==> config.mk <==
export PLATFORM = sky130hd
export DESIGN_NAME = tmds_channel_decoder
export DESIGN_NICKNAME = d
export VERILOG_FILES = /design/src/rtl/tmds_channel_decoder.sv
export SDC_FILE = /design/constraint.sdc
export NUM_CORES = 1
export LEC_CHECK = 0
export ABC_AREA = 1
export CORE_ASPECT_RATIO = 1.75
export CORE_MARGIN = 5
export CORE_UTILIZATION = 65
export DETAILED_ROUTE_END_ITERATION = 8
export PLACE_DENSITY_LB_ADDON = 0.1
export SYNTH_ARGS = -nofsm -noshare
export SYNTH_HDL_FRONTEND = slang
export SYNTH_SLANG_ARGS = --single-unit
==> constraint.sdc <==
create_clock -name pixclk -period 4.43 [get_ports pixclk]
set_input_delay 0.6645 -clock pixclk [delete_from_list [all_inputs] [get_ports pixclk]]
set_output_delay 0.6645 -clock pixclk [all_outputs]
set_load 0.005 [all_outputs]
==> src/rtl/tmds_channel_decoder.sv <==
// rtl/tmds_channel_decoder.sv - TMDS receive channel: word alignment via control-token runs, lock tracking, decode
// Stage 1 registers the raw word; stage 2 holds the FSM and all registered outputs.

module tmds_channel_decoder #(
  parameter int CTRL_RUN       = 8,
  parameter int SEARCH_TIMEOUT = 1024,
  parameter int SLIP_WAIT      = 4,
  parameter int LOSS_TIMEOUT   = 4096
) (
  input  logic       pixclk,
  input  logic       rst_n,
  input  logic [9:0] tmds_in,
  output logic       bitslip,
  output logic [7:0] VD,
  output logic [1:0] CD,
  output logic       VDE,
  output logic       locked
);

  localparam int M1   = (CTRL_RUN > SLIP_WAIT) ? CTRL_RUN : SLIP_WAIT;
  localparam int M2   = (SEARCH_TIMEOUT > LOSS_TIMEOUT) ? SEARCH_TIMEOUT : LOSS_TIMEOUT;
  localparam int MAXP = (M1 > M2) ? M1 : M2;
  localparam int CW   = $clog2(MAXP) + 1;

  localparam logic [CW-1:0] RUN_LOCK  = CW'(CTRL_RUN);
  localparam logic [CW-1:0] TMO_LAST  = CW'(SEARCH_TIMEOUT - 1);
  localparam logic [CW-1:0] WAIT_LAST = CW'(SLIP_WAIT - 1);
  localparam logic [CW-1:0] LOSS_DROP = CW'(LOSS_TIMEOUT);

  typedef enum logic [1:0] {
    ST_SEARCH    = 2'd0,
    ST_SLIP_WAIT = 2'd1,
    ST_LOCKED    = 2'd2
  } state_t;

  function automatic logic [CW-1:0] sat_inc(input logic [CW-1:0] v);
    return (v == '1) ? v : v + CW'(1);
  endfunction

  // Pure datapath stage; it keeps sampling during reset so the word in flight at release is real input.
  logic [9:0] w_q;
  always_ff @(posedge pixclk) begin
    w_q <= tmds_in;
  end

  logic       is_tok;
  logic [1:0] tok_cd;
  logic [7:0] q_w;
  logic [7:0] dec;

  always_comb begin
    is_tok = 1'b1;
    tok_cd = 2'b00;
    case (w_q)
      10'b1101010100: tok_cd = 2'b00;
      10'b0010101011: tok_cd = 2'b01;
      10'b0101010100: tok_cd = 2'b10;
      10'b1010101011: tok_cd = 2'b11;
      default:        is_tok = 1'b0;
    endcase
    q_w    = w_q[9] ? ~w_q[7:0] : w_q[7:0];
    dec    = '0;
    dec[0] = q_w[0];
    for (int i = 1; i < 8; i++) begin
      dec[i] = w_q[8] ? (q_w[i] ^ q_w[i-1]) : ~(q_w[i] ^ q_w[i-1]);
    end
  end

  state_t        state_q, state_d;
  logic [CW-1:0] run_q, run_d, tmo_q, tmo_d, wait_q, wait_d, loss_q, loss_d;
  logic          slip_d, lock_d, vde_d;
  logic [7:0]    vd_d;
  logic [1:0]    cd_d;
  logic          bitslip_q, vde_q, locked_q;
  logic [7:0]    vd_q;
  logic [1:0]    cd_q;

  always_comb begin
    state_d = state_q;
    run_d   = run_q;
    tmo_d   = tmo_q;
    wait_d  = wait_q;
    loss_d  = loss_q;
    slip_d  = 1'b0;
    lock_d  = 1'b0;
    case (state_q)
      ST_SEARCH: begin
        run_d = is_tok ? sat_inc(run_q) : '0;
        tmo_d = sat_inc(tmo_q);
        // Lock is checked first so a run completing on the timeout cycle never slips.
        if (run_d == RUN_LOCK) begin
          state_d = ST_LOCKED;
          lock_d  = 1'b1;
          run_d   = '0;
          tmo_d   = '0;
          loss_d  = '0;
        end else if (tmo_q == TMO_LAST) begin
          state_d = ST_SLIP_WAIT;
          slip_d  = 1'b1;
          run_d   = '0;
          tmo_d   = '0;
          wait_d  = '0;
        end
      end
      ST_SLIP_WAIT: begin
        wait_d = sat_inc(wait_q);
        if (wait_q == WAIT_LAST) begin
          state_d = ST_SEARCH;
          wait_d  = '0;
          run_d   = '0;
          tmo_d   = '0;
        end
      end
      ST_LOCKED: begin
        lock_d = 1'b1;
        loss_d = is_tok ? '0 : sat_inc(loss_q);
        if (loss_d == LOSS_DROP) begin
          state_d = ST_SEARCH;
          lock_d  = 1'b0;
          loss_d  = '0;
          run_d   = '0;
          tmo_d   = '0;
        end
      end
      default: state_d = ST_SEARCH;
    endcase

    vde_d = 1'b0;
    vd_d  = '0;
    cd_d  = '0;
    if (lock_d) begin
      cd_d = is_tok ? tok_cd : cd_q;
      if (!is_tok) begin
        vde_d = 1'b1;
        vd_d  = dec;
      end
    end
  end

  always_ff @(posedge pixclk or negedge rst_n) begin
    if (!rst_n) begin
      state_q   <= ST_SEARCH;
      run_q     <= '0;
      tmo_q     <= '0;
      wait_q    <= '0;
      loss_q    <= '0;
      bitslip_q <= 1'b0;
      vd_q      <= '0;
      cd_q      <= '0;
      vde_q     <= 1'b0;
      locked_q  <= 1'b0;
    end else begin
      state_q   <= state_d;
      run_q     <= run_d;
      tmo_q     <= tmo_d;
      wait_q    <= wait_d;
      loss_q    <= loss_d;
      bitslip_q <= slip_d;
      vd_q      <= vd_d;
      cd_q      <= cd_d;
      vde_q     <= vde_d;
      locked_q  <= lock_d;
    end
  end

  assign bitslip = bitslip_q;
  assign VD      = vd_q;
  assign CD      = cd_q;
  assign VDE     = vde_q;
  assign locked  = locked_q;

endmodule

==> flow_metrics.py <==
metrics = {
    "pwr": {
        "powerDensity_nw_per_um2": 283.0,
        "vdd_drop_max_mv": 0.3346,
        "fin_total_pwr_w": 0.001547,
        "power_leakage_nw": 2.530,
    },
    "drt": {
        "via_per_inst": 5.538,
        "first_pass_iters": 5,
        "vias": 4397,
        "drt_iter0_markers": 329,
        "drc": 0,
        "drt-wirelength-per-cell_um": 14.22,
        "ant_nets": 0,
        "routed_wl_um": 11290,
    },
    "worst_setup_path": {
        "slowest_delay_ns": 0.49,
        "path_max_fanout": 24,
        "reg2reg_to": "loss_q[12]",
        "crit_path_frequent_cell": "nand2_1",
        "r2r_cells": 18,
        "required_ns": 4.65,
        "cp.arrival_ns": 3.18,
        "end_kind": "flop",
        "slowest_stage": "dfrtp_1",
        "r2r_start": "run_q[0]",
        "path_delay_family": "simple AND/OR/NAND/NOR gates",
        "crit_path_start_kind": "flop",
        "worst-path-buf-inv": 2,
        "crit_path_cell_trace": "ha_1, nand2_1, nor2_2, nand2_2, inv_2, nand2_2, nand2_1, nand2_1, nand2_1, nand2_1, nor3_2, nand2_1, nor2_1, nand2_1, nand2_2, inv_1, nand2_1, nand2_1",
        "reg2reg_slack_ns": 1.47,
        "worst-setup-path-type": "reg -> reg",
    },
    "yosys": {
        "ys_seq_area_frac": 0.3816,
        "avgSynthCellArea_um2": 7.212,
        "ys_ff_latch": 77,
        "synth_top_family_by_area": "simple AND/OR/NAND/NOR gates",
        "synth-xor-area-share": 0.04096,
        "synth_cell_types": 38,
        "synthAdderAreaFrac": 0.04070,
        "yosys.area_share.simple": 0.3783,
        "yosys-mux-area-fraction": 0,
        "yosysWarnings": 0,
        "synth_compound_area_frac": 0.07683,
        "syn-num-nets": 710,
        "syn_inst": 682,
        "netlist_area_um2": 4918,
    },
    "placed_design": {
        "gp_congestion": 1.009,
        "port_buffers": 24,
        "post-dp-hpwl_um": 8156,
    },
    "timing": {
        "hold_violations": 0,
        "min_period_ns": 2.962,
        "grt_setup_unrepaired": "false",
        "fin_crit_sh": 0.6686,
        "tns_ns": 0,
        "tightest_slew_ns": 1.059,
        "max_freq_ghz": 0.3376,
        "finalMaxSlewViolations": 0,
        "fin_skew_ns": 0.006691,
        "report.final.setup_viol": 0,
        "relSlewSlack": 0.2941,
    },
    "hold_path": {
        "hold_class": "reg -> reg",
        "hold_end": "tmo_q[11]",
        "min_path_cells": 2,
        "min_from": "tmo_q[11]",
    },
    "grt": {
        "track_usage": 0.2606,
        "grt_pass1_wl_um": 19530,
        "grt-ovfl-total": 0,
        "grt_pass1_vias": 4337,
        "grt_max_degree": 47,
        "grt_antenna_before_repair": 0,
    },
    "final_layout": {
        "area_growth_pct": 11.12,
        "final_common_cell": "nand2_1",
        "drive_gt1_frac": 0.1034,
        "fin_nets": 730,
        "fillers": 596,
        "final_cell_mix": "nand2_1, nor2_1, dfrtp_1, inv_1, nand3_1",
        "antenna_cells": 0,
    },
    "cts": {
        "cts_resized": 0,
        "clock_sinks": 77,
        "cts_tree": "yes",
        "hold_buffers": 0,
        "clock_path_buffers": 2,
        "cts_buffers": 9,
        "clock_latency_ns": 0.34,
        "cts-root-buf": "clkbuf_16",
        "path_clk_slew_ns": 0.06,
        "htree_levels": 3,
        "post_cts_buffers": 0,
    },
    "floorplan": {
        "die_h_um": 125.1,
        "dieArea_um2": 9475,
        "die_x_um": 75.76,
        "fp-row-count": 42,
        "ioPinCount": 25,
        "start_util": 0.6591,
        "coreArea_um2": 7462,
    },
    "outcome": {
        "outcome": "finished, final reports clean",
    },
    "run": {
        "cap_violations": 0,
    },
}
==> worst register-to-register path: cells and delay by family, from the launching register on <==
kind	cells	cell delay, ns
buffers and inverters	2	0.22
DFF	1	0.49
adders and majority gates	1	0.32
and+or+nand+nor	15	1.81
==> synth_stat cells <==
cell type	number	area (um^2)
nand3_2	4	40.04
xnor2_1	11	96.34
clkbuf_1	2	7.510
or2_2	9	56.30
nor2b_1	1	6.260
nand2_1	212	795.8
nor2_4	3	33.78
buf_2	4	20.02
nor3_1	12	60.06
nand4_2	1	12.51
and3_1	1	6.260
nor2_2	7	43.79
inv_1	64	240.2
nand4_1	16	100.1
inv_2	7	26.28
dfxtp_1	10	200.2
ha_1	16	200.2
nand3_4	1	17.52
buf_6	6	67.56
o21ai_2	3	26.28
a31o_2	1	8.760
a21oi_1	5	25.02
nor3_2	2	20.02
xor2_1	12	105.1
nand4_4	1	21.27
dfrtp_1	67	1677
nor4_1	1	6.260
nand3b_1	6	45.04
inv_4	1	6.260
buf_1	1	3.750
nand2_2	14	87.58
o21ai_1	28	140.1
o21ai_0	25	125.1
o21bai_4	2	37.54
nor2_1	74	277.8
o211ai_1	2	15.01
buf_4	4	30.03
nand3_1	46	230.2
==> how the worst max path moves through the flow <==
stage	from	to	slack, ns	depth (start not counted)
3_5_place_dp	run_q[0]	loss_q[12]	1.48	18
6_report	run_q[0]	loss_q[12]	1.47	18
2_1_floorplan	run_q[0]	tmo_q[8]	2.18	14
4_1_cts	run_q[0]	loss_q[12]	1.47	18
5_1_grt	run_q[0]	loss_q[12]	1.16	18
3_3_place_gp	run_q[0]	loss_q[12]	1.50	18
==> per-stage QoR <==
step / util / cells / setup slack, ns / cell area [um^2] / hold WS [ns]
final: 0.7324 / 794 / 1.468 / 5465 / 0.4865
after global routing: 0.7324 / 794 / 1.158 / 5465 / 0.5084
after CTS: 0.7324 / 794 / 1.475 / 5465 / 0.4852
after detailed placement: 0.6901 / 779 / 1.485 / 5150 / 0.4729
after global placement: 0.6901 / 779 / 1.496 / 5150 / 0.4657
after floorplan: - / 682 / 2.179 / 4918 / 0.3689
==> routing by layer <==
metal,part of all wire,GRT usage
met4,0.027,0.09990
met5,0,0
met1,0.41,0.3174
met2,0.54,0.4449
met3,0.028,0.04096
==> cells by family after synthesis <==
kind of cell / after synthesis
xor+xnor: 23
buf+inv: 89
fa+ha+maj: 16
flops: 77
simple gates: 411
compound gates: 66
==> power by group <==
| group | internal [W] | leakage [nW] | switching (W) |
|---|---|---|---|
| Sequential | 0.000707 | 1.01 | 0.00000567 |
| Combinational | 0.0000198 | 1.37 | 0.0000246 |
| Clock | 0.000505 | 0.152 | 0.000285 |
| Total | 0.00123 | 2.53 | 0.000315 |
==> final cells by class <==
type | count | area [um^2] | area share
clock buffers | 11 | 242.7 | 0.04441
clock inverters | 4 | 72.57 | 0.01328
inverters | 72 | 272.8 | 0.04991
multi-input cells | 516 | 2640 | 0.4831
flip-flops and latches | 77 | 1877 | 0.3434
well taps | 88 | 110.1 | 0.02015
repair buffers | 26 | 250.2 | 0.04579
==> registers in the layout (all words and copies together) (netlist names) <==
register  cells
VDE           1
w_q          10
CD            2
run_q        13
bitslip       1
wait_q       13
tmo_q        13
loss_q       13
state_q       2
VD            8
locked        1
No activity file was read; power rests on OpenSTA's default activity.
